$ cat config.mk
export PLATFORM = sky130hd
export DESIGN_NAME = inst_fetch_xlate_flat
export DESIGN_NICKNAME = d
export VERILOG_FILES = /design/src/rtl/inst_fetch_xlate_pkg.sv /design/src/rtl/inst_fetch_xlate_if.sv /design/src/rtl/inst_fetch_xlate_va_classify.sv /design/src/rtl/inst_fetch_xlate.sv /design/src/flat_wrapper.sv
export SDC_FILE = /design/constraint.sdc
export NUM_CORES = 1
export LEC_CHECK = 0
export BUFFER_PORTS_ARGS = -buffer_cell sky130_fd_sc_hd__buf_4
export CORE_UTILIZATION = 52
export DETAILED_ROUTE_END_ITERATION = 12
export PLACE_DENSITY_LB_ADDON = 0.08
export SKIP_LAST_GASP = 1
export SLEW_MARGIN = 20
export SYNTH_ARGS = -nofsm -noshare
export SYNTH_HDL_FRONTEND = slang
export SYNTH_SLANG_ARGS = --single-unit
$ cat constraint.sdc
create_clock -name clk -period 3.25 [get_ports clk]
set_input_delay 0.4875 -clock clk [delete_from_list [all_inputs] [get_ports clk]]
set_output_delay 0.4875 -clock clk [all_outputs]
set_load 0.01 [all_outputs]
$ cat src/rtl/inst_fetch_xlate_pkg.sv
// Shared fetch/data-side address-stage definitions: exception codes, segment decode, FSM states.
package inst_fetch_xlate_pkg;
  localparam int unsigned VA_W  = 32;
  localparam int unsigned PFN_W = 20;
  localparam int unsigned OFF_W = 12;
  localparam int unsigned EXC_W = 5;

  localparam logic [EXC_W-1:0] EXC_ADEL = 5'h04;
  localparam logic [EXC_W-1:0] EXC_TLBL = 5'h02;

  localparam logic [2:0] SEG_KSEG0 = 3'b100;
  localparam logic [2:0] SEG_KSEG1 = 3'b101;

  typedef enum logic [1:0] {
    ST_IDLE,
    ST_XLATE,
    ST_REQ,
    ST_EXC
  } fetch_state_t;

  typedef struct packed {
    logic [EXC_W-1:0] code;
    logic             refill;
    logic [VA_W-1:0]  badvaddr;
  } exc_info_t;
endpackage

$ cat src/rtl/inst_fetch_xlate_if.sv
// Fetch-stage bus bundle: PC generator, micro-TLB, icache request and exception channels.
interface inst_fetch_xlate_if;
  import inst_fetch_xlate_pkg::*;

  logic             pc_valid;
  logic [VA_W-1:0]  pc_va;
  logic             pc_ready;
  logic             flush;
  logic [VA_W-1:0]  inst_VA;
  logic             inst_use_tlb;
  logic             inst_tlb_req_en;
  logic             inst_tlb_found;
  logic             inst_tlb_v;
  logic [PFN_W-1:0] inst_pfn;
  logic             inst_tlb_exception;
  logic             inst_req;
  logic [VA_W-1:0]  inst_addr;
  logic             inst_cached;
  logic             inst_addr_ok;
  logic             issued;
  logic             issued_stale;
  logic             exc_valid;
  logic [EXC_W-1:0] exc_code;
  logic             exc_refill;
  logic [VA_W-1:0]  exc_badvaddr;
  logic             exc_ack;

  // Fetch stage side
  modport master (
    input  pc_valid, pc_va, flush, inst_tlb_req_en, inst_tlb_found, inst_tlb_v,
           inst_pfn, inst_addr_ok, exc_ack,
    output pc_ready, inst_VA, inst_use_tlb, inst_tlb_exception, inst_req, inst_addr,
           inst_cached, issued, issued_stale, exc_valid, exc_code, exc_refill, exc_badvaddr
  );

  // Surrounding pipeline / TLB / icache side
  modport slave (
    output pc_valid, pc_va, flush, inst_tlb_req_en, inst_tlb_found, inst_tlb_v,
           inst_pfn, inst_addr_ok, exc_ack,
    input  pc_ready, inst_VA, inst_use_tlb, inst_tlb_exception, inst_req, inst_addr,
           inst_cached, issued, issued_stale, exc_valid, exc_code, exc_refill, exc_badvaddr
  );
endinterface

$ cat src/rtl/inst_fetch_xlate_va_classify.sv
// Combinational VA classifier: alignment, kseg0/kseg1 detection and unmapped physical address.
module va_classify
  import inst_fetch_xlate_pkg::*;
#(
  parameter bit K0_CACHED = 1'b1
) (
  input  logic [VA_W-1:0] i_va,
  output logic            o_misaligned,
  output logic            o_unmapped,
  output logic            o_cached,
  output logic [VA_W-1:0] o_pa_unmapped
);
  logic [2:0] w_seg;

  assign w_seg         = i_va[VA_W-1:VA_W-3];
  assign o_misaligned  = (i_va[1:0] != 2'b00);
  assign o_unmapped    = (w_seg == SEG_KSEG0) || (w_seg == SEG_KSEG1);
  // kseg1 is always uncached; kseg0 follows the build-time choice
  assign o_cached      = (w_seg == SEG_KSEG1) ? 1'b0 : K0_CACHED;
  assign o_pa_unmapped = {3'b000, i_va[VA_W-4:0]};
endmodule

$ cat src/rtl/inst_fetch_xlate.sv
// Fetch address stage: holds one VA, walks it through the micro-TLB and issues the icache request.
module inst_fetch_xlate
  import inst_fetch_xlate_pkg::*;
#(
  parameter bit K0_CACHED = 1'b1
) (
  input  logic               clk,
  input  logic               resetn,
  inst_fetch_xlate_if.master bus
);
  fetch_state_t    r_state;
  logic [VA_W-1:0] r_va_q;
  logic [VA_W-1:0] r_pa_q;
  logic            r_cached_q;
  logic            r_cancel;
  exc_info_t       r_exc;

  logic            w_misaligned;
  logic            w_unmapped;
  logic            w_cached_unm;
  logic [VA_W-1:0] w_pa_unm;
  logic            w_xlate;
  logic            w_req;
  logic            w_cancel_now;
  logic            w_tlb_ok;

  va_classify #(.K0_CACHED(K0_CACHED)) u_classify (
    .i_va          (r_va_q),
    .o_misaligned  (w_misaligned),
    .o_unmapped    (w_unmapped),
    .o_cached      (w_cached_unm),
    .o_pa_unmapped (w_pa_unm)
  );

  assign w_xlate      = (r_state == ST_XLATE);
  assign w_req        = (r_state == ST_REQ);
  assign w_cancel_now = r_cancel | bus.flush;
  assign w_tlb_ok     = bus.inst_tlb_found & bus.inst_tlb_v;

  assign bus.pc_ready     = (r_state == ST_IDLE) & ~bus.flush;
  assign bus.inst_VA      = r_va_q;
  assign bus.inst_use_tlb = w_xlate & ~w_misaligned & ~w_unmapped;
  // Abort pulse whenever XLATE leaves without issuing a request
  assign bus.inst_tlb_exception = w_xlate & bus.inst_tlb_req_en &
                                  (w_cancel_now | w_misaligned | (~w_unmapped & ~w_tlb_ok));

  assign bus.inst_req     = w_req;
  assign bus.inst_addr    = r_pa_q;
  assign bus.inst_cached  = r_cached_q;
  assign bus.issued       = w_req & bus.inst_addr_ok;
  assign bus.issued_stale = w_req & bus.inst_addr_ok & w_cancel_now;

  assign bus.exc_valid    = (r_state == ST_EXC);
  assign bus.exc_code     = r_exc.code;
  assign bus.exc_refill   = r_exc.refill;
  assign bus.exc_badvaddr = r_exc.badvaddr;

  always_ff @(posedge clk or negedge resetn) begin
    if (!resetn) begin
      r_state    <= ST_IDLE;
      r_va_q     <= '0;
      r_pa_q     <= '0;
      r_cached_q <= 1'b0;
      r_cancel   <= 1'b0;
      r_exc      <= '0;
    end else begin
      case (r_state)
        ST_IDLE: begin
          if (bus.pc_valid && bus.pc_ready) begin
            r_va_q  <= bus.pc_va;
            r_state <= ST_XLATE;
          end
        end
        ST_XLATE: begin
          if (!bus.inst_tlb_req_en) begin
            if (bus.flush) r_cancel <= 1'b1;
          end else if (w_cancel_now) begin
            r_cancel <= 1'b0;
            r_state  <= ST_IDLE;
          end else if (w_misaligned) begin
            r_exc   <= '{code: EXC_ADEL, refill: 1'b0, badvaddr: r_va_q};
            r_state <= ST_EXC;
          end else if (!w_unmapped && !bus.inst_tlb_found) begin
            r_exc   <= '{code: EXC_TLBL, refill: 1'b1, badvaddr: r_va_q};
            r_state <= ST_EXC;
          end else if (!w_unmapped && !bus.inst_tlb_v) begin
            r_exc   <= '{code: EXC_TLBL, refill: 1'b0, badvaddr: r_va_q};
            r_state <= ST_EXC;
          end else begin
            r_pa_q     <= w_unmapped ? w_pa_unm : {bus.inst_pfn, r_va_q[OFF_W-1:0]};
            r_cached_q <= w_unmapped ? w_cached_unm : 1'b1;
            r_state    <= ST_REQ;
          end
        end
        ST_REQ: begin
          // Request stays up once raised; a flush only marks the returning data stale
          if (bus.inst_addr_ok) begin
            r_cancel <= 1'b0;
            r_state  <= ST_IDLE;
          end else if (bus.flush) begin
            r_cancel <= 1'b1;
          end
        end
        ST_EXC: begin
          if (bus.exc_ack || bus.flush) r_state <= ST_IDLE;
        end
        default: r_state <= ST_IDLE;
      endcase
    end
  end
endmodule
$ cat src/flat_wrapper.sv
// flat-port wrapper written by rule: the top's interface ports become plain ports
module inst_fetch_xlate_flat import inst_fetch_xlate_pkg::*;
#(
  parameter bit K0_CACHED = 1'b1
)
  (clk, resetn, bus_pc_valid, bus_pc_va, bus_flush, bus_inst_tlb_req_en, bus_inst_tlb_found, bus_inst_tlb_v, bus_inst_pfn, bus_inst_addr_ok, bus_exc_ack, bus_pc_ready, bus_inst_VA, bus_inst_use_tlb, bus_inst_tlb_exception, bus_inst_req, bus_inst_addr, bus_inst_cached, bus_issued, bus_issued_stale, bus_exc_valid, bus_exc_code, bus_exc_refill, bus_exc_badvaddr);
  inst_fetch_xlate_if bus_i ();
  input  logic clk;
  input  logic resetn;
  input wire logic [$bits(bus_i.pc_valid)-1:0] bus_pc_valid;
  input wire logic [$bits(bus_i.pc_va)-1:0] bus_pc_va;
  input wire logic [$bits(bus_i.flush)-1:0] bus_flush;
  input wire logic [$bits(bus_i.inst_tlb_req_en)-1:0] bus_inst_tlb_req_en;
  input wire logic [$bits(bus_i.inst_tlb_found)-1:0] bus_inst_tlb_found;
  input wire logic [$bits(bus_i.inst_tlb_v)-1:0] bus_inst_tlb_v;
  input wire logic [$bits(bus_i.inst_pfn)-1:0] bus_inst_pfn;
  input wire logic [$bits(bus_i.inst_addr_ok)-1:0] bus_inst_addr_ok;
  input wire logic [$bits(bus_i.exc_ack)-1:0] bus_exc_ack;
  output wire logic [$bits(bus_i.pc_ready)-1:0] bus_pc_ready;
  output wire logic [$bits(bus_i.inst_VA)-1:0] bus_inst_VA;
  output wire logic [$bits(bus_i.inst_use_tlb)-1:0] bus_inst_use_tlb;
  output wire logic [$bits(bus_i.inst_tlb_exception)-1:0] bus_inst_tlb_exception;
  output wire logic [$bits(bus_i.inst_req)-1:0] bus_inst_req;
  output wire logic [$bits(bus_i.inst_addr)-1:0] bus_inst_addr;
  output wire logic [$bits(bus_i.inst_cached)-1:0] bus_inst_cached;
  output wire logic [$bits(bus_i.issued)-1:0] bus_issued;
  output wire logic [$bits(bus_i.issued_stale)-1:0] bus_issued_stale;
  output wire logic [$bits(bus_i.exc_valid)-1:0] bus_exc_valid;
  output wire logic [$bits(bus_i.exc_code)-1:0] bus_exc_code;
  output wire logic [$bits(bus_i.exc_refill)-1:0] bus_exc_refill;
  output wire logic [$bits(bus_i.exc_badvaddr)-1:0] bus_exc_badvaddr;
  assign bus_i.pc_valid = bus_pc_valid;
  assign bus_i.pc_va = bus_pc_va;
  assign bus_i.flush = bus_flush;
  assign bus_i.inst_tlb_req_en = bus_inst_tlb_req_en;
  assign bus_i.inst_tlb_found = bus_inst_tlb_found;
  assign bus_i.inst_tlb_v = bus_inst_tlb_v;
  assign bus_i.inst_pfn = bus_inst_pfn;
  assign bus_i.inst_addr_ok = bus_inst_addr_ok;
  assign bus_i.exc_ack = bus_exc_ack;
  assign bus_pc_ready = bus_i.pc_ready;
  assign bus_inst_VA = bus_i.inst_VA;
  assign bus_inst_use_tlb = bus_i.inst_use_tlb;
  assign bus_inst_tlb_exception = bus_i.inst_tlb_exception;
  assign bus_inst_req = bus_i.inst_req;
  assign bus_inst_addr = bus_i.inst_addr;
  assign bus_inst_cached = bus_i.inst_cached;
  assign bus_issued = bus_i.issued;
  assign bus_issued_stale = bus_i.issued_stale;
  assign bus_exc_valid = bus_i.exc_valid;
  assign bus_exc_code = bus_i.exc_code;
  assign bus_exc_refill = bus_i.exc_refill;
  assign bus_exc_badvaddr = bus_i.exc_badvaddr;
  inst_fetch_xlate #(.K0_CACHED(K0_CACHED)) u_core (.clk(clk), .resetn(resetn), .bus(bus_i));
endmodule
==> flow_metrics.py <==
metrics = {
    "timing": {
        "finalHoldViolCount": 0,
        "setup_slack_ns": 0.918,
        "hold_ws_ns": 0.190,
        "setup_viol": 0,
        "finalCritPeriodShare": 0.718,
        "slew_headroom": 0.362,
        "maxSlewViolCount": 0,
        "worst_clock_skew_ns": 0.0116,
        "finalSetupTns_ns": 0,
        "final.min_clock_period_ns": 2.33,
        "fmax_mhz": 429,
        "rsz0062_at_grt": "false",
        "worst_slew_pin_slew_ns": 0.953,
    },
    "cts": {
        "clkLatencyLatePin_ns": 0.35,
        "cts_setup_buffers": 0,
        "ctsHoldBuffers": 0,
        "cts_buffer_depth": 2,
        "clk_pin_slew_ns": 0.10,
        "cts_tree": "yes",
        "cts_sinks": 103,
        "htreeDepth": 3,
        "cts_buffers": 9,
        "clockRootBuffer": "clkbuf_8",
        "post_cts_resized": 0,
    },
    "drt": {
        "first_pass_iters": 4,
        "wl_per_cell_um": 15.7,
        "viasPerCell": 5.18,
        "drcViolationCount": 0,
        "first_iter_violations": 87,
        "ant_nets": 0,
        "routed_wl_mm": 9.46,
        "num_vias": 3111,
    },
    "layout": {
        "n_fill_cell": 568,
        "layout_common_cells": "buf_4 (172), dfrtp_1 (103), mux2_2 (71), nand2_1 (39), nor2_1 (25)",
        "syn2layout_area_growth_pct": 36.6,
        "final_nets": 555,
        "antenna-diode-count": 0,
        "fin_util": 0.735,
        "drive_above_1_share": 0.531,
        "final_area_sq_um": 5710,
        "layout_commonest_cell": "buf_4",
    },
    "pwr": {
        "ir_drop_uv": 511,
        "p_int_mw": 3.48,
        "p_comb_frac": 0.432,
        "clkPwrFrac": 0.138,
        "p_sw_frac": 0.355,
        "p_seq_frac": 0.430,
        "switching_power_mw": 1.91,
        "power_density_nw_per_um2": 945,
        "p_leak_nw": 2.82,
    },
    "synthesis": {
        "yosysTopAreaCell": "dfrtp_1",
        "avgSynthCellArea_sq_um": 12.7,
        "synth_cells": 329,
        "yosysSeqAreaShare": 0.617,
        "yosysWarnings": 0,
        "synthTopCellsByArea": "dfrtp_1 (62%), mux2_2 (19%), nand2_1 (3.5%)",
        "synth_area_sq_um": 4180,
        "ys_ff_latch": 103,
        "synth_top_area_frac": 0.617,
        "ys_types": 32,
    },
    "global_route": {
        "grt_pass1_vias": 2979,
        "grt_use_met2": 0.378,
        "grt-ovfl-total": 0,
        "grt_max_degree": 60,
        "use_met1": 0.335,
        "grt-busiest-layer": "met2",
        "grt_usage": 0.239,
        "use_met3": 0.0498,
        "antenna_found_initial": 0,
        "grt_pass1_wl_mm": 15.5,
    },
    "place": {
        "place.gp.congestion": 0.858,
        "numPortBuffers": 167,
        "pre_cts_ws_ns": 0.975,
        "placed_area_sq_um": 5530,
        "hpwl_mm": 6.79,
    },
    "setup_path": {
        "crit_start": "u_core.bus.inst_VA[0]$_DFFE_PN0P_",
        "critPathArrivalTime_ns": 1.84,
        "worst_setup_path_end_kind": "output port",
        "worstSetupStartpointType": "flop",
        "r2r_setup_slack_ns": 0.96,
        "critical_path.reg2reg.startpoint": "u_core.r_state[1]$_DFFE_PN0P_",
        "crit_fanout": 5,
        "rr_endpoint": "u_core.bus.exc_badvaddr[11]$_DFFE_PN0P_",
        "worstRegToRegCells": 5,
        "required_ns": 2.76,
        "setup.worst_path.class": "reg2out",
    },
    "floorplan": {
        "ios": 171,
        "core_sq_um": 7770,
        "die_w_um": 91.6,
        "dieArea_sq_um": 8400,
        "die_h_um": 91.6,
        "num_rows": 32,
        "start_util": 0.538,
    },
    "status": {
        "status": "complete, no violations",
    },
    "min_path": {
        "min_path_type": "in2async",
    },
    "run": {
        "drv_cap": 0,
    },
}
[cell type report]
| type | count | area [sq um] | area share |
|---|---|---|---|
| Clock buffer | 11 | 141 | 0.0248 |
| Clock inverter | 5 | 40.0 | 0.00701 |
| Inverter | 7 | 26.3 | 0.00460 |
| Multi-Input combinational cell | 199 | 1470 | 0.257 |
| Sequential cell | 103 | 2580 | 0.451 |
| Tap cell | 102 | 128 | 0.0224 |
| Timing Repair Buffer | 174 | 1330 | 0.233 |
[per-stage QoR]
step | power [mW] | cells
after detailed placement | 4.70 | 585
after global placement | 4.63 | 585
after global routing | 5.74 | 601
final | 5.39 | 601
after CTS | 5.45 | 601
after floorplan | 3.40 | 331
[cell families after synthesis]
| logic type | Yosys count | share of synthesized area |
|---|---|---|
| compound gates | 39 | 0.0605 |
| buf+inv | 29 | 0.0377 |
| flops | 103 | 0.617 |
| mux | 73 | 0.196 |
| other cells | 1 | 0.000897 |
| simple gates | 84 | 0.0877 |
[routing by layer]
metal	vias to the layer above	part of all wire
li1	1460	-
met1	1536	0.44
met2	107	0.49
met3	8	0.060
met4	0	0.010
met5	-	0
[power by group through the flow]
| stage | Combinational [mW] | Clock (mW) | Sequential [mW] |
|---|---|---|---|
| after detailed placement | 2.36 | 0 | 2.34 |
| final | 2.33 | 0.745 | 2.32 |
| after CTS | 2.37 | 0.771 | 2.32 |
| after global placement | 2.30 | 0 | 2.33 |
| after global routing | 2.51 | 0.823 | 2.41 |
| after floorplan | 0.884 | 0 | 2.52 |
[worst max-delay path: stages, from the launching register on]
cell and delay, ns:
dfrtp_1 0.43, or2_2 0.32, a21oi_1 0.41, a21oi_1 0.15, buf_4 0.17
[synthesized netlist by cell type]
cell type	number
nor3b_1	1
buf_2	6
nor3_1	1
o21a_1	1
mux2_1	1
a2111oi_4	1
and3_1	1
buf_6	1
o31ai_1	2
nor2_1	25
o22ai_1	1
mux2_2	71
and2_1	1
o21ai_0	11
nor2b_1	4
or2_2	1
nor3_2	1
conb_1	1
nor2_2	1
a31oi_1	18
nand3_1	3
buf_4	9
o22a_1	1
inv_1	7
nand3b_1	1
mux2i_1	1
nand2_1	39
dfrtp_1	103
or2_1	1
nand2b_1	4
a21oi_1	4
clkbuf_1	6
[how the worst max path moves through the flow]
| stage | to | slack, ns |
|---|---|---|
| final | bus_inst_tlb_exception | 0.92 |
| after global routing | u_core.bus.exc_badvaddr[11]$_DFFE_PN0P_ | 0.80 |
| after CTS | bus_inst_tlb_exception | 0.89 |
| after detailed placement | u_core.bus.exc_badvaddr[14]$_DFFE_PN0P_ | 0.98 |
| after global placement | u_core.bus.exc_badvaddr[13]$_DFFE_PN0P_ | 1.05 |
| after floorplan | u_core.bus.inst_addr[10]$_DFFE_PN0P_ | 1.30 |
[registers in the layout, summed over array words and instances, names as in the netlist]
signal and flops:
u_core.bus.exc_badvaddr 32, u_core.bus.inst_VA 32, u_core.bus.inst_addr 32, u_core.bus.exc_code 2
u_core.r_state 2, u_core.bus.exc_refill 1, u_core.bus.inst_cached 1, u_core.r_cancel 1
Note: power is estimated with default switching activity, not from simulation.
